--- src/rtl/mux_arb_pkg.sv ---
// Shared constants, state encoding and helpers for the 4-way round-robin mux arbiter.
// Optional lock feature elsewhere is controlled by MUX_ARB_LOCK_EN.
package mux_arb_pkg;

  localparam int unsigned NREQ  = 4;
  localparam int unsigned SEL_W = 2;

  // FSM state encoding
  typedef logic [0:0] state_t;
  localparam state_t ST_IDLE  = 1'b0;
  localparam state_t ST_SERVE = 1'b1;

  // Reset values
  localparam logic [SEL_W-1:0] PTR_RST   = '0;
  localparam state_t           STATE_RST = ST_IDLE;

  // Index to one-hot grant vector
  function automatic logic [NREQ-1:0] onehot(input logic [SEL_W-1:0] idx);
    return NREQ'(1) << idx;
  endfunction

endpackage

--- src/rtl/mux4_rr_arbiter_if.sv ---
// Requester/consumer bundle of the round-robin mux arbiter.
// The lock vector exists only when MUX_ARB_LOCK_EN is defined.
interface mux4_rr_arbiter_if
  import mux_arb_pkg::*;
#(
  parameter int unsigned DW = 4
) ();

  logic [NREQ-1:0]  req;
  logic [DW-1:0]    d0;
  logic [DW-1:0]    d1;
  logic [DW-1:0]    d2;
  logic [DW-1:0]    d3;
`ifdef MUX_ARB_LOCK_EN
  logic [NREQ-1:0]  lock;
`endif
  logic [SEL_W-1:0] sel;
  logic [NREQ-1:0]  gnt;
  logic [NREQ-1:0]  ack;
  logic             out_valid;
  logic             out_ready;
  logic [DW-1:0]    out_data;
  logic             busy;

`ifdef MUX_ARB_LOCK_EN
  // Producers and consumer side
  modport master (
    output req, d0, d1, d2, d3, lock, out_ready,
    input  sel, gnt, ack, out_valid, out_data, busy
  );
  // Arbiter side
  modport slave (
    input  req, d0, d1, d2, d3, lock, out_ready,
    output sel, gnt, ack, out_valid, out_data, busy
  );
`else
  // Producers and consumer side
  modport master (
    output req, d0, d1, d2, d3, out_ready,
    input  sel, gnt, ack, out_valid, out_data, busy
  );
  // Arbiter side
  modport slave (
    input  req, d0, d1, d2, d3, out_ready,
    output sel, gnt, ack, out_valid, out_data, busy
  );
`endif

endinterface

--- src/rtl/mux4_rr_arbiter_rr_pick4.sv ---
// Circular first-set-bit finder: scans cand_i from ptr_i upward, wrapping mod 4.
module rr_pick4
  import mux_arb_pkg::*;
(
  input  logic [NREQ-1:0]  cand_i,
  input  logic [SEL_W-1:0] ptr_i,
  output logic             found_o,
  output logic [SEL_W-1:0] idx_o
);

  // Walk offsets from farthest to nearest so the nearest set bit wins
  always_comb begin
    found_o = 1'b0;
    idx_o   = '0;
    for (int k = NREQ - 1; k >= 0; k--) begin
      if (cand_i[SEL_W'(ptr_i + SEL_W'(k))]) begin
        found_o = 1'b1;
        idx_o   = SEL_W'(ptr_i + SEL_W'(k));
      end
    end
  end

endmodule

--- src/rtl/mux4_rr_arbiter.sv ---
// Round-robin arbiter sharing one 4:1 data mux among four requesters, with a
// registered valid/ready output stage and a combinational per-requester ack.
// Define MUX_ARB_LOCK_EN to let a requester hold the grant for up to LOCK_MAX
// consecutive transfers.
module mux4_rr_arbiter
  import mux_arb_pkg::*;
#(
  parameter int unsigned DW       = 4,
  parameter int unsigned LOCK_MAX = 4
) (
  input  logic             clk,
  input  logic             rst_n,
  mux4_rr_arbiter_if.slave bus
);

  // Reject unsupported lock depths at elaboration
  if ((LOCK_MAX < 1) || (LOCK_MAX > 15)) begin : g_lock_max_bad
    $error("mux4_rr_arbiter: LOCK_MAX must be within 1..15");
  end

  state_t           state_q, state_d;
  logic [SEL_W-1:0] ptr_q, ptr_d;
  logic [SEL_W-1:0] sel_q, sel_d;
  logic [NREQ-1:0]  gnt_q, gnt_d;
  logic             out_valid_q, out_valid_d;
  logic [DW-1:0]    out_data_q, out_data_d;

  logic             hs_c;
  logic [NREQ-1:0]  cand_c;
  logic [SEL_W-1:0] pick_ptr_c;
  logic             found_c;
  logic [SEL_W-1:0] idx_c;
  logic             keep_c;
  logic [SEL_W-1:0] cap_sel_c;
  logic [DW-1:0]    cap_data_c;

`ifdef MUX_ARB_LOCK_EN
  localparam logic [3:0] LOCK_LAST = 4'(LOCK_MAX - 1);
  logic [3:0] cnt_q, cnt_d;
`endif

  assign hs_c = out_valid_q & bus.out_ready;

  // The granted requester is excluded at a handshake so it cannot win twice in a row
  assign cand_c = (state_q == ST_SERVE) ? (bus.req & ~gnt_q) : bus.req;

  // Scan from the pointer value that this handshake establishes
  assign pick_ptr_c = hs_c ? SEL_W'(sel_q + SEL_W'(1)) : ptr_q;

`ifdef MUX_ARB_LOCK_EN
  assign keep_c = hs_c & bus.lock[sel_q] & bus.req[sel_q] & (cnt_q < LOCK_LAST);
`else
  assign keep_c = 1'b0;
`endif

  assign cap_sel_c = keep_c ? sel_q : idx_c;

  rr_pick4 u_pick (
    .cand_i  (cand_c),
    .ptr_i   (pick_ptr_c),
    .found_o (found_c),
    .idx_o   (idx_c)
  );

  // Data capture mux
  always_comb begin
    cap_data_c = bus.d0;
    case (cap_sel_c)
      2'd0:    cap_data_c = bus.d0;
      2'd1:    cap_data_c = bus.d1;
      2'd2:    cap_data_c = bus.d2;
      default: cap_data_c = bus.d3;
    endcase
  end

  // Next-state and next-output logic
  always_comb begin
    state_d     = state_q;
    ptr_d       = ptr_q;
    sel_d       = sel_q;
    gnt_d       = gnt_q;
    out_valid_d = out_valid_q;
    out_data_d  = out_data_q;
`ifdef MUX_ARB_LOCK_EN
    cnt_d       = cnt_q;
`endif
    case (state_q)
      ST_IDLE: begin
        if (found_c) begin
          state_d     = ST_SERVE;
          sel_d       = idx_c;
          gnt_d       = onehot(idx_c);
          out_valid_d = 1'b1;
          out_data_d  = cap_data_c;
        end
      end
      ST_SERVE: begin
        if (hs_c) begin
          if (keep_c) begin
            out_data_d = cap_data_c;
`ifdef MUX_ARB_LOCK_EN
            cnt_d      = cnt_q + 4'd1;
`endif
          end else begin
            ptr_d = SEL_W'(sel_q + SEL_W'(1));
`ifdef MUX_ARB_LOCK_EN
            cnt_d = 4'd0;
`endif
            if (found_c) begin
              sel_d       = idx_c;
              gnt_d       = onehot(idx_c);
              out_valid_d = 1'b1;
              out_data_d  = cap_data_c;
            end else begin
              state_d     = ST_IDLE;
              gnt_d       = '0;
              out_valid_d = 1'b0;
            end
          end
        end
      end
      default: begin
        state_d     = STATE_RST;
        gnt_d       = '0;
        out_valid_d = 1'b0;
      end
    endcase
  end

  // State and output registers; reset drops any in-flight word
  always_ff @(posedge clk or negedge rst_n) begin
    if (!rst_n) begin
      state_q     <= STATE_RST;
      ptr_q       <= PTR_RST;
      sel_q       <= '0;
      gnt_q       <= '0;
      out_valid_q <= 1'b0;
      out_data_q  <= '0;
    end else begin
      state_q     <= state_d;
      ptr_q       <= ptr_d;
      sel_q       <= sel_d;
      gnt_q       <= gnt_d;
      out_valid_q <= out_valid_d;
      out_data_q  <= out_data_d;
    end
  end

`ifdef MUX_ARB_LOCK_EN
  // Consecutive locked-transfer counter
  always_ff @(posedge clk or negedge rst_n) begin
    if (!rst_n) begin
      cnt_q <= 4'd0;
    end else begin
      cnt_q <= cnt_d;
    end
  end
`endif

  assign bus.sel       = sel_q;
  assign bus.gnt       = gnt_q;
  assign bus.out_valid = out_valid_q;
  assign bus.out_data  = out_data_q;
  assign bus.busy      = (state_q == ST_SERVE);
  assign bus.ack       = hs_c ? gnt_q : '0;

endmodule

--- src/flat_wrapper.sv ---
// flat-port wrapper written by rule: the top's interface ports become plain ports
module mux4_rr_arbiter_flat import mux_arb_pkg::*;
#(
  parameter int unsigned DW       = 4,
  parameter int unsigned LOCK_MAX = 4
)
  (clk, rst_n, bus_req, bus_d0, bus_d1, bus_d2, bus_d3, bus_out_ready, bus_sel, bus_gnt, bus_ack, bus_out_valid, bus_out_data, bus_busy);
  mux4_rr_arbiter_if #(.DW(DW)) bus_i ();
  input  logic clk;
  input  logic rst_n;
  input wire logic [$bits(bus_i.req)-1:0] bus_req;
  input wire logic [$bits(bus_i.d0)-1:0] bus_d0;
  input wire logic [$bits(bus_i.d1)-1:0] bus_d1;
  input wire logic [$bits(bus_i.d2)-1:0] bus_d2;
  input wire logic [$bits(bus_i.d3)-1:0] bus_d3;
  input wire logic [$bits(bus_i.out_ready)-1:0] bus_out_ready;
  output wire logic [$bits(bus_i.sel)-1:0] bus_sel;
  output wire logic [$bits(bus_i.gnt)-1:0] bus_gnt;
  output wire logic [$bits(bus_i.ack)-1:0] bus_ack;
  output wire logic [$bits(bus_i.out_valid)-1:0] bus_out_valid;
  output wire logic [$bits(bus_i.out_data)-1:0] bus_out_data;
  output wire logic [$bits(bus_i.busy)-1:0] bus_busy;
  assign bus_i.req = bus_req;
  assign bus_i.d0 = bus_d0;
  assign bus_i.d1 = bus_d1;
  assign bus_i.d2 = bus_d2;
  assign bus_i.d3 = bus_d3;
  assign bus_i.out_ready = bus_out_ready;
  assign bus_sel = bus_i.sel;
  assign bus_gnt = bus_i.gnt;
  assign bus_ack = bus_i.ack;
  assign bus_out_valid = bus_i.out_valid;
  assign bus_out_data = bus_i.out_data;
  assign bus_busy = bus_i.busy;
  mux4_rr_arbiter #(.DW(DW), .LOCK_MAX(LOCK_MAX)) u_core (.clk(clk), .rst_n(rst_n), .bus(bus_i));
endmodule
--- config.mk ---
export PLATFORM = sky130hd
export DESIGN_NAME = mux4_rr_arbiter_flat
export DESIGN_NICKNAME = d
export VERILOG_FILES = /design/src/rtl/mux_arb_pkg.sv /design/src/rtl/mux4_rr_arbiter_if.sv /design/src/rtl/mux4_rr_arbiter_rr_pick4.sv /design/src/rtl/mux4_rr_arbiter.sv /design/src/flat_wrapper.sv
export SDC_FILE = /design/constraint.sdc
export NUM_CORES = 1
export LEC_CHECK = 0
export ABC_AREA = 1
export CAP_MARGIN = 5
export CORE_MARGIN = 2
export CORE_UTILIZATION = 28
export CTS_BUF_LIST = sky130_fd_sc_hd__clkbuf_4
export DETAILED_ROUTE_END_ITERATION = 10
export SLEW_MARGIN = 20
export SYNTH_ARGS = -nofsm -noshare
export SYNTH_HDL_FRONTEND = slang
export SYNTH_SLANG_ARGS = --single-unit
--- constraint.sdc ---
create_clock -name clk -period 2.6 [get_ports clk]
set_input_delay 0.52 -clock clk [delete_from_list [all_inputs] [get_ports clk]]
set_output_delay 0.52 -clock clk [all_outputs]
set_load 0.005 [all_outputs]
; Word level (Yosys, flattened, before mapping)
; Cells that the tools add are included.
[op_classes]
addsub = 4
n_lt_le_gt_ge = 4
eq_ne = 4
n_shift = 1
mux = 36
n_bitwise = 4
reduce_logical = 2
[ops]
columns = operator, n
row1 = $mux W4, 7
row2 = $pmux W4 S2, 2
row3 = $mux W2, 7
row4 = $lt A2 B3 Y1 const B, 4
row5 = $mux W1, 12
row6 = $pmux W4 S3, 1
row7 = $bmux W1 S2, 4
row8 = $add A2 B1 Y2 const B, 2
row9 = $add A2 B2 Y2 const B, 2
row10 = $and A4 B4 Y4, 1
row11 = $not A4 Y4, 1
row12 = $pmux W1 S2, 2
row13 = $pmux W2 S2, 1
row14 = $shl A1 B2 Y4 const A, 1
row15 = $eq A2 B1 Y1 const B, 1
row16 = $eq A2 B2 Y1 const B, 1
row17 = $logic_not A2 Y1, 1
row18 = $ne A2 B1 Y1 const B, 1
row19 = $ne A2 B2 Y1 const B, 1
row20 = $reduce_and A2 Y1, 1
row21 = $and A1 B1 Y1, 1
row22 = $not A1 Y1, 1
[word_totals]
regBits = 14
input_bits = 23
output_inout_bits = 16
word_cells = 61

; Depth between registers and ports, before layout
; Gate-level depths: netlist of the first run.
[logic_depth]
word_depth = 14
ltp_mapped = 17
depth_no_buf = 16

; Modules after synthesis
; From an unflattened synthesis of the first run, not the netlist that was laid out.
[unflattened]
cells_unflattened = 148
hier_area_um2 = 994.7
[modules_own_cells]
columns = module, n_inst, cells_per_inst, area_per_inst_um2, seq_area_each_um2
row1 = mux4_rr_arbiter, 1, 102, 782.0, 350.3
row2 = rr_pick4, 1, 46, 212.7, 0.0

; Worst setup path before layout of the first run
; OpenSTA, ideal clock, no wires.
[synth_timing]
kind = input port to flip-flop
startpoint = input bus_out_ready
endpoint = register u_core.out_data_q[2] (netlist: u_core.bus.out_data[2])
setup_time_ps = 116
arrival_time_ps = 1762
t_required_ps = 2484
path_slack_ps = 721
path_stages = 15
path_buffers = 1
path_cell_list = nand2_4 nand2_2 nand2_2 nand2_1 nand2_2 nor2_4 a21oi_2 nand2_2 nand2_1 nand2_2 buf_6 o21ai_1 nand3_1 nand2_1 nand2_1
[synth_between]
elab_chain_cells = 14
word_cells_on_any_way = 29
classes_between = 3 x add/sub / 3 x eq/ne / 21 x mux / 1 x bitwise / 1 x reduce/logical
[synth_rtl]
columns = element, line_no
row1 = "start, declared", flat_wrapper.sv:16  ; input wire logic [$bits(bus_i.out_ready)-1:0] bus_out_ready;
row2 = $and A1 B1 Y1 (*), mux4_rr_arbiter.sv:42  ; assign hs_c = out_valid_q & bus.out_ready;
row3 = $mux W2, n/a
row4 = $add A2 B2 Y2, "mux4_rr_arbiter_rr_pick4.sv:16, mux4_rr_arbiter_rr_pick4.sv:18"
row5 = $bmux W1 S2, mux4_rr_arbiter_rr_pick4.sv:16  ; if (cand_i[SEL_W'(ptr_i + SEL_W'(k))]) begin
row6 = $mux W1 (not written as such), mux4_rr_arbiter_rr_pick4.sv:16
row7 = $mux W2 (4 in series), mux4_rr_arbiter_rr_pick4.sv:16
row8 = $eq A2 B2 Y1 (tied with other cells), mux4_rr_arbiter.sv:68  ; case (cap_sel_c)
row9 = $pmux W4 S3, mux4_rr_arbiter.sv:68
row10 = $mux W4, "mux4_rr_arbiter.sv:89, mux4_rr_arbiter.sv:109"
row11 = $mux W4, mux4_rr_arbiter.sv:98  ; if (hs_c) begin
row12 = $pmux W4 S2, mux4_rr_arbiter.sv:87  ; case (state_q)
row13 = "end signal, assigned", mux4_rr_arbiter.sv:145  ; out_data_q <= out_data_d;
row14 = "end, declared", mux4_rr_arbiter.sv:26  ; logic [DW-1:0] out_data_q, out_data_d;
; Every way passes the cells marked *; elsewhere a longest branch is shown, timed or not. The select of a mux whose other input is x is not followed.
; A chain may end at the register's enable or synchronous reset.

; Final worst setup path of the first run
[layout_timing]
startpoint = input bus_out_ready
endpoint = output bus_ack[3]
[layout_between]
elab_chain_cells = 2
[layout_rtl]
columns = element, line_no
row1 = $and A1 B1 Y1, mux4_rr_arbiter.sv:42
row2 = $mux W4, mux4_rr_arbiter.sv:165  ; assign bus.ack = hs_c ? gnt_q : '0;
row3 = "end, declared", flat_wrapper.sv:19  ; output wire logic [$bits(bus_i.ack)-1:0] bus_ack;
; Every way passes these cells.

==> flow_summary.toml, run 1 <==
[critical_path]
max_stage_delay_ns = 0.55
end_point_of_the_critical_path = "bus_ack[3]"
arrival_ns = 1.99
critical-path-top-delay-family = "buffers and inverters"
cp_required_ns = 2.08
timing.critical_path.mode_cell = "sky130_fd_sc_hd__clkdlybuf4s50_1"
path_cells = "clkdlybuf4s50_1 > nand2_4 > buf_4 > nor2_1 > clkdlybuf4s50_1"
cp_num_cells = 5
regToRegSetupSlack_ns = 0.56
worst_r2r_startpoint = "u_core.bus.busy"
timing.critical_path.fanout_max = 6
worst-setup-path-type = "in2out"
critPathCaptureType = "primary output"
cp.buffers_inverters = 3
r2r_cells = 14
critical_path.startpoint_type = "input port"
crit_start = "bus_out_ready"
r2r-end = "u_core.bus.out_data[1]"
master_of_the_slowest_instance_on_the_critical_path = "sky130_fd_sc_hd__clkdlybuf4s50_1"

[cts]
cts-resized-gates = 0
clk_root_buffer_cell = "sky130_fd_sc_hd__clkbuf_4"
clock_insertion_delay_worst_skew_ns = 0.27
clockBufferDepth = 2
htreeDepth = 1
postCtsSetupRepairBufs = 0
cts_hold_buffers = 0
cts-buffers-inserted = 3
tritoncts_num_sinks = 14
clock_tree_from_tritoncts = "built"
clk_transition_reported_paths_ns = 0.08

[place]
gpl_congestion = 0.8443
placed_cells_incl_taps = 264
dpl.hpwl_um = 2362
numPortBuffers = 38

[global_route]
grt_antenna_before_repair = 0
first_pass_grt_wire_length_um = 4836
grt_start_max_net_pins = 15
grt_resource_usage_total_pct = 14.08
grt.overflow.total = 0
grt_pass1_vias = 1090

[final_layout]
layout_cells_sized_above_1_pct = 16.13
num-nets-final = 242
layout_cells_excl_fill = 267
diodes = 0
syn_to_final_growth_pct = 45.18

[logic_synthesis]
synth.most_common_cell = "sky130_fd_sc_hd__nand2_1"
ys_seq_area_share_pct = 31.01
avgSynthCellArea_um2 = 6.685
synth.ff_latch_count = 14
synthTopCellsByCount = "sky130_fd_sc_hd__nand2_1 (57), sky130_fd_sc_hd__nand3_1 (22), sky130_fd_sc_hd__inv_1 (21)"
yosys.area.top_type_share_pct = 31.01
synth_area_leader_cell = "sky130_fd_sc_hd__dfrtp_1"
async_set_or_reset_flop_fraction_in_the_synthesized_netlist_pct = 100.0
warnings_synthesis = 0
ys_top_cells_by_area = "sky130_fd_sc_hd__dfrtp_1 (31%), sky130_fd_sc_hd__nand2_1 (19%), sky130_fd_sc_hd__nand3_1 (9.7%)"
predominant_post_synthesis_flop_cell = "sky130_fd_sc_hd__dfrtp_1"
synth_edf_count = 0
postSynthNetCount = 192
synthesis.instances = 169
post_synth_instance_area_mm2 = 0.001130
synth_cell_type_count = 20

[drt]
post-route-drc-count = 0
detailed_router_s_first_iteration_violation_count = 55
post_drt_via_cell_ratio = 4.468
detailed_router_iteration_count_before_antenna_repair = 4
post_route_antenna_net_violation_count = 0
vias = 1193
routed_wl_um = 2944
wire_per_inst_um = 11.03

[die]
initial_core_util_pct = 28.66
rows = 23
boundaryPins = 39
core_area_mm2 = 0.003943
fp.dieH_um = 67.52
fp.dieW_um = 67.52
floorplan.die_area_mm2 = 0.004559

[sta]
tns_ns = 0
period_minus_slack_ns = 2.511
setup_viol = 0
timing.slew.headroom_pct = 57.44
finClkSkew_ns = 0.002271
finalMaxSlewViolations = 0
max_slew.worst_pin.slew_ns = 0.6364
rsz_0062_raised_after_global_routing = "false"
fmax_ghz = 0.3983
finalHoldViolations = 0
finalCritPeriodShare_pct = 96.57

[power]
pwr_density_cell_mw_per_mm2 = 1391
leakagePower_nw = 0.8175
vdd_ir_drop_max_mv = 0.6023
fin_total_pwr_w = 0.002282

[status]
run_status = "finished, final reports clean"

[hold_path]
hold_path_class = "reg2reg"

[flow_run]
max_cap_violations = 0
[placed cells by master, fill, tap and decap left out]
cell type,n
sky130_fd_sc_hd__o21ai_0,9
sky130_fd_sc_hd__inv_2,1
sky130_fd_sc_hd__a21boi_0,2
sky130_fd_sc_hd__nand3_1,22
sky130_fd_sc_hd__o21bai_1,1
sky130_fd_sc_hd__clkbuf_4,3
sky130_fd_sc_hd__o21ai_1,1
sky130_fd_sc_hd__clkinv_1,1
sky130_fd_sc_hd__nand2_4,4
sky130_fd_sc_hd__a21oi_2,1
sky130_fd_sc_hd__clkdlybuf4s50_1,38
sky130_fd_sc_hd__nand4_1,1
sky130_fd_sc_hd__dfrtp_1,14
sky130_fd_sc_hd__o21ai_2,3
sky130_fd_sc_hd__nand3b_1,5
sky130_fd_sc_hd__nor2_1,10
sky130_fd_sc_hd__nand2_1,57
sky130_fd_sc_hd__nand3_2,4
sky130_fd_sc_hd__buf_4,9
sky130_fd_sc_hd__inv_1,21
sky130_fd_sc_hd__nand2_2,8
sky130_fd_sc_hd__nor2_4,2
[logic make-up (layout without fill, tap and decap cells)]
kind of cell           count (synthesis)  count (layout)  share of synthesized area, %
AOI/OAI and AO/OA                     17              17                         9.524
buffers and inverters                 25              73                         9.634
and+or+nand+nor                      113             113                         49.84
DFF                                   14              14                         31.01
[registers in the layout, indices dropped and copies added (netlist names)]
name and flops:
u_core.bus.out_data 4, u_core.bus.sel 2, u_core.bus.busy 1, u_core.bus.out_valid 1
u_core.ptr_q 2, u_core.bus.gnt 4
[metal layers]
| layer | up-vias | part of all wire, % | track usage, % |
|---|---|---|---|
| li1 | 630 | - | - |
| met1 | 530 | 50 | 19.18 |
| met2 | 33 | 45 | 22.30 |
| met3 | 0 | 5.7 | 3.167 |
| met4 | 0 | 0 | 3.827 |
| met5 | - | 0 | 0 |
[worst reg2reg max path: stages (launching register included)]
cell,delay (ns)
sky130_fd_sc_hd__dfrtp_1,0.48
sky130_fd_sc_hd__a21boi_0,0.33
sky130_fd_sc_hd__nand2_1,0.13
sky130_fd_sc_hd__nand2_2,0.11
sky130_fd_sc_hd__nand2_1,0.05
sky130_fd_sc_hd__nand2_1,0.06
sky130_fd_sc_hd__nand3_2,0.09
sky130_fd_sc_hd__nand2_2,0.08
sky130_fd_sc_hd__nand2_1,0.06
sky130_fd_sc_hd__nand2_2,0.22
sky130_fd_sc_hd__nand3b_1,0.12
sky130_fd_sc_hd__nand2_1,0.07
sky130_fd_sc_hd__inv_1,0.04
sky130_fd_sc_hd__nand2_1,0.05
sky130_fd_sc_hd__nand2_1,0.05
[how the worst min path moves through the flow]
| stage | endpoint | slack (ns) | depth (start not counted) | start |
|---|---|---|---|---|
| after CTS | u_core.ptr_q[1] | 0.49 | 2 | u_core.ptr_q[1] |
| after global routing | u_core.bus.out_data[3] | 0.51 | 2 | u_core.bus.out_data[3] |
| after floorplan | u_core.bus.busy | 0.22 | 0 | rst_n |
| after global placement | u_core.bus.out_data[3] | 0.47 | 2 | u_core.bus.out_data[3] |
| after detailed placement | u_core.bus.out_data[1] | 0.46 | 2 | u_core.bus.out_data[1] |
| final | u_core.bus.out_data[1] | 0.49 | 2 | u_core.bus.out_data[1] |
[cell type report]
class | instances | area, um^2
fill | 436 | 2302
inverter | 23 | 86.33
multi-input combinational | 130 | 670.6
clock buffer | 3 | 22.52
timing repair buffer | 47 | 447.9
tap | 50 | 62.56
sequential | 14 | 350.3
[power breakdown]
part	internal, W	total, W	switching (W)	leakage (nW)
clock network	0.0000535	0.000118	0.0000647	0.0138
logic	0.000729	0.00177	0.00104	0.634
registers	0.000315	0.000398	0.0000835	0.170
[stage by stage]
| stage | setup slack (ns) | area (um^2) | hold slack [ns] | util (%) |
|---|---|---|---|---|
| 3_5_place_dp | 0.03406 | 1618 | 0.4647 | 41.03 |
| 2_1_floorplan | 0.7214 | 1130 | 0.2244 | - |
| 4_1_cts | 0.07737 | 1640 | 0.4941 | 41.61 |
| 6_report | 0.08929 | 1640 | 0.4945 | 41.61 |
| 3_3_place_gp | 0.05458 | 1618 | 0.4698 | 41.03 |
| 5_1_grt | 0.02890 | 1640 | 0.5109 | 41.61 |
(Power assumes the default switching activity.)
==> run 2: changes to the inputs <==
==> constraint.sdc (replaced) <==
create_clock -name clk -period 2.6 [get_ports clk]
set_input_delay 0.26 -clock clk [delete_from_list [all_inputs] [get_ports clk]]
set_output_delay 0.26 -clock clk [all_outputs]
set_load 0.005 [all_outputs]
==> run 2 against run 1 <==
Net effect:
- design area shrank 3.4%
- core utilization shrank 1.4 points
- sequential power is essentially flat
- largest cell class unchanged
- count of clock-buffer cells in the layout is the same
- critical path type is now in2reg
- non-clock buffer count shrank 8
- via count shrank 1.3%
- routed wire length grew 4.8%
- die area is the same
- first-iteration DRC count grew 11%
==> flow_summary.toml, run 2 (same netlist as run 1, synthesis figures left out) <==
[critical_path]
arrival_ns = 2.36
timing.critical_path.mode_cell = "sky130_fd_sc_hd__nand2_1"
master_of_the_slowest_instance_on_the_critical_path = "sky130_fd_sc_hd__clkdlybuf4s50_1"
timing.critical_path.fanout_max = 12
worst_r2r_startpoint = "u_core.bus.busy"
path_cells = "clkdlybuf4s50_1 > nand2_4 > clkinv_1 > nand3_2 > nand2_4 > nand2_1 > nand3_2 > nand2_1 > o21bai_1 > nand2_1 > o21ai_2 > nand3_1 > nand2_1 > nand2_1"
critical-path-top-delay-family = "simple AND/OR/NAND/NOR gates"
critical_path.startpoint_type = "input port"
cp_required_ns = 2.77
cp.buffers_inverters = 2
critPathCaptureType = "flip-flop"
regToRegSetupSlack_ns = 0.44
worst-setup-path-type = "in2reg"
crit_start = "bus_out_ready"
max_stage_delay_ns = 0.54

[final_layout]
syn_to_final_growth_pct = 40.20
num-fill-cells = 417
layout_cells_sized_above_1_pct = 12.86
num-nets-final = 234
ff_latch_area_um2 = 350.3
layout_commonest_cell = "sky130_fd_sc_hd__nand2_1"
most-common-layout-cells = "sky130_fd_sc_hd__nand2_1 (57), sky130_fd_sc_hd__clkdlybuf4s50_1 (38), sky130_fd_sc_hd__nand3_1 (22)"
diodes = 0
multiInputGateArea_um2 = 670.6

[cts]
clockBufferDepth = 2
cts-resized-gates = 0
postCtsSetupRepairBufs = 0
tritoncts_num_sinks = 14
cts_hold_buffers = 0
clk_root_buffer_cell = "sky130_fd_sc_hd__clkbuf_4"
clock_insertion_delay_worst_skew_ns = 0.28
cts-buffers-inserted = 3
clk_transition_reported_paths_ns = 0.09
htreeDepth = 1
clock_tree_from_tritoncts = "built"

[die]
boundaryPins = 39
rows = 23
floorplan.die_area_mm2 = 0.004559
initial_core_util_pct = 28.66
fp.dieW_um = 67.52
core_area_mm2 = 0.003943
fp.dieH_um = 67.52

[hold_path]
hold_path_class = "in2async"

[flow_run]
max_cap_violations = 0

[sta]
finClkSkew_ns = 0.004102
finalMaxSlewViolations = 0
max_slew.worst_pin.slew_ns = 0.6675
finalCritPeriodShare_pct = 84.11
tns_ns = 0
worst_slack_ns = 0.4132
timing.slew.headroom_pct = 55.36
period_minus_slack_ns = 2.187
setup_viol = 0
finalHoldViolations = 0
fmax_ghz = 0.4573
rsz_0062_raised_after_global_routing = "false"

[power]
share_seq_of_total_power_pct = 18.4
switching_power_w = 0.001186
intPower_w = 0.0009752
swShare_pct = 54.89
pwr_density_cell_mw_per_mm2 = 1365
leakagePower_nw = 0.7806
combPwrFrac_pct = 75.7
clockPowerShare_pct = 5.9
vdd_ir_drop_max_mv = 0.5303

[global_route]
grt_start_max_net_pins = 15
grt_resource_usage_total_pct = 15.02
grt_pass1_vias = 1184
grt_antenna_before_repair = 0
grt.overflow.total = 0
first_pass_grt_wire_length_um = 5313

[place]
dpl.hpwl_um = 2411
gpl_congestion = 0.8990
post-place-ws_ns = 0.1275
numPortBuffers = 38

[drt]
wire_per_inst_um = 11.87
post_route_antenna_net_violation_count = 0
detailed_router_iteration_count_before_antenna_repair = 4
post-route-drc-count = 0
vias = 1178
post_drt_via_cell_ratio = 4.531
routed_wl_um = 3086
detailed_router_s_first_iteration_violation_count = 61

[status]
run_status = "finished, final reports clean"
[run 2: worst paths after layout]
check / endpoint / depth (start not counted)
min in group clk: u_core.bus.out_data[1] / 2
worst max register to register: u_core.bus.out_data[3] / 12
worst min-delay path: u_core.bus.out_data[1] / 1
worst max-delay path: u_core.bus.out_data[3] / 14
max in group asynchronous: u_core.bus.out_data[2] / 1
worst min register to register: u_core.bus.out_data[1] / 2
[run 2: layout make-up]
| class | count | share of cell area [%] |
|---|---|---|
| tap | 50 | 3.949 |
| timing repair buffer | 39 | 24.49 |
| clock inverter | 1 | 0.2370 |
| sequential | 14 | 22.12 |
| multi-input combinational | 130 | 42.34 |
| clock buffer | 3 | 1.422 |
| inverter | 23 | 5.450 |
[run 2: worst register-to-register path, stage by stage (launching register included)]
cell and delay [ns]:
sky130_fd_sc_hd__dfrtp_1 0.48, sky130_fd_sc_hd__a21boi_0 0.37, sky130_fd_sc_hd__nand2_2 0.14, sky130_fd_sc_hd__inv_1 0.07
sky130_fd_sc_hd__nor2_1 0.04, sky130_fd_sc_hd__nand2_1 0.07, sky130_fd_sc_hd__nand2_1 0.07, sky130_fd_sc_hd__o21bai_1 0.13
sky130_fd_sc_hd__nand2_1 0.29, sky130_fd_sc_hd__o21ai_2 0.22, sky130_fd_sc_hd__nand3_1 0.08, sky130_fd_sc_hd__nand2_1 0.06
sky130_fd_sc_hd__nand2_1 0.05
[run 2: power by group through the flow]
| stage | Sequential, W | Combinational (W) | Clock (W) |
|---|---|---|---|
| 4_1_cts | 0.000400 | 0.00164 | 0.000130 |
| 6_report | 0.000398 | 0.00164 | 0.000127 |
| 3_3_place_gp | 0.000405 | 0.00162 | 0 |
| 3_5_place_dp | 0.000402 | 0.00163 | 0 |
| 2_1_floorplan | 0.000392 | 0.00124 | 0 |
| 5_1_grt | 0.000415 | 0.00187 | 0.000143 |
[run 2: metal layers]
metal  vias up  GRT usage, %  part of all wire (%)
met2        38         24.14                    45
met3         8         3.167                   6.4
li1        620             -                     -
met4         0         4.847                   1.6
met1       512         20.00                    47
met5         -             0                     0
[run 2: through the flow]
step	utilization [%]	total power, W	area [um^2]	cells	hold slack [ns]
after CTS	40.18	0.002168	1584	260	0.4053
after detailed placement	39.51	0.002032	1558	256	0.4684
after global routing	40.18	0.002425	1584	260	0.4272
after floorplan	-	0.001632	1130	169	-0.03559
after global placement	39.51	0.002028	1558	256	0.4749
final	40.18	0.002162	1584	260	0.3818
==> run 3: changes to the inputs <==
==> constraint.sdc (replaced) <==
create_clock -name clk -period 1.79 [get_ports clk]
set_input_delay 0.179 -clock clk [delete_from_list [all_inputs] [get_ports clk]]
set_output_delay 0.179 -clock clk [all_outputs]
set_load 0.005 [all_outputs]
==> run 3 against run 2 <==
Net effect:
- the flow now finishes with violations (setup timing)
- core utilization is 15 points higher
- register-to-register slack worse by 0.58 ns
- global-route usage is 2.4 points higher
- worst hold slack worse by 0.18 ns
- via count is 15% higher
- worst setup slack worse by 0.55 ns
- largest cell class unchanged
- highest routed layer is now met3
==> flow_summary.toml, run 3 (same netlist as run 1, synthesis figures left out) <==
[place]
post-place-ws_ns = -0.4523
numPortBuffers = 38
dpl.hpwl_um = 2580
gpl_congestion = 0.8759

[cts]
cts_hold_buffers = 0
cts-buffers-inserted = 3
clk_transition_reported_paths_ns = 0.09
htreeDepth = 1
tritoncts_num_sinks = 14
clock_insertion_delay_worst_skew_ns = 0.28
clockBufferDepth = 2
clk_root_buffer_cell = "sky130_fd_sc_hd__clkbuf_4"
clock_tree_from_tritoncts = "built"

[sta]
fmax_ghz = 0.5194
period_minus_slack_ns = 1.925
max_slew.worst_pin.slew_ns = 0.2968
finalCritPeriodShare_pct = 107.5
finalHoldViolations = 0
worst_slack_ns = -0.1351
finalMaxSlewViolations = 0
finClkSkew_ns = 0.005563
final.hold.worst_slack_ns = 0.2003
setup_viol = 9
timing.slew.headroom_pct = 80.08
rsz_0062_raised_after_global_routing = "true"

[die]
fp.dieW_um = 67.52
initial_core_util_pct = 28.66
fp.dieH_um = 67.52
rows = 23
boundaryPins = 39
floorplan.die_area_mm2 = 0.004559
core_area_mm2 = 0.003943

[drt]
detailed_router_iteration_count_before_antenna_repair = 4
detailed_router_s_first_iteration_violation_count = 47
vias = 1352
routed_wl_um = 3911
post_drt_via_cell_ratio = 4.599
post-route-drc-count = 0
post_route_antenna_net_violation_count = 0
wire_per_inst_um = 13.30

[critical_path]
cp_num_cells = 13
critical-path-top-delay-family = "simple AND/OR/NAND/NOR gates"
regToRegSetupSlack_ns = -0.14
max_stage_delay_ns = 0.45
path_cells = "nand2_4 > nand2_2 > nand2_8 > nand2_4 > nand2_2 > nor2_4 > a21oi_4 > nand2_4 > nand2_1 > nand2_4 > buf_4 > nand3_1 > o21ai_0"
cp_required_ns = 1.95
arrival_ns = 2.08
cp.buffers_inverters = 1
worst-setup-path-type = "reg2reg"
timing.critical_path.mode_cell = "sky130_fd_sc_hd__nand2_4"
r2r_cells = 13
master_of_the_slowest_instance_on_the_critical_path = "sky130_fd_sc_hd__dfrtp_2"
critPathCaptureType = "flip-flop"
timing.critical_path.fanout_max = 8
critical_path.startpoint_type = "flip-flop"

[global_route]
grt_antenna_before_repair = 0
grt_start_max_net_pins = 15
first_pass_grt_wire_length_um = 5961
grt_pass1_vias = 1330
grt_resource_usage_total_pct = 17.38
grt.overflow.total = 0

[final_layout]
most-common-layout-cells = "sky130_fd_sc_hd__nand2_1 (37), sky130_fd_sc_hd__clkdlybuf4s50_1 (34), sky130_fd_sc_hd__buf_4 (27)"
diodes = 0
layout_commonest_cell = "sky130_fd_sc_hd__nand2_1"
layout_cells_sized_above_1_pct = 39.75
num-nets-final = 268
syn_to_final_growth_pct = 93.24

[flow_run]
max_cap_violations = 0

[status]
run_status = "finished with violations"
failed_checks = "setup timing"

[hold_path]
hold_path_class = "in2async"
==> run 3: area by class of cell <==
class	count	area [um^2]
fill	357	1759
multi-input combinational	132	983.4
timing repair buffer	71	670.6
sequential	14	352.8
inverter	23	87.58
tap	50	62.56
clock buffer	3	22.52
clock inverter	1	3.754
==> run 3: worst paths after layout <==
| kind | to | from |
|---|---|---|
| setup / recovery | u_core.bus.gnt[2] | u_core.bus.out_valid |
| hold / removal | u_core.ptr_q[0] | rst_n |
| setup reg to reg | u_core.bus.gnt[2] | u_core.bus.out_valid |
| hold reg to reg | u_core.ptr_q[1] | u_core.ptr_q[1] |
| max in group asynchronous | u_core.bus.out_valid | rst_n |
| min in group clk | u_core.ptr_q[1] | u_core.ptr_q[1] |
==> run 3: layer usage <==
layer	GRT usage (%)	wire length, um
met5	0	0
met4	3.061	0
met3	2.500	159
met2	31.37	2132
met1	22.01	1619
==> run 3: per-stage QoR <==
| step | instance area (um^2) | std cells | TNS [ns] | utilization, % |
|---|---|---|---|---|
| 2_1_floorplan | 1137 | 169 | -0.01114 | - |
| 5_1_grt | 2183 | 294 | -2.335 | 55.38 |
| 6_report | 2183 | 294 | -0.9731 | 55.38 |
| 4_1_cts | 1954 | 289 | -0.4547 | 49.57 |
| 3_3_place_gp | 1728 | 276 | -3.674 | 43.83 |
| 3_5_place_dp | 1728 | 276 | -4.004 | 43.83 |
==> run 3: timing repair <==
item | 4_1_cts | 5_1_grt
resized for setup | 37 | 44
buffers inserted | 6 | 5
cloned | 3 | 0
pin swaps | 11 | 9
endpoints found under the setup margin | 13 | 11
Power of run 3 is left out: the tool's default activity adds up to more than one toggle a clock period on the data nets, which glitch-free logic cannot reach.
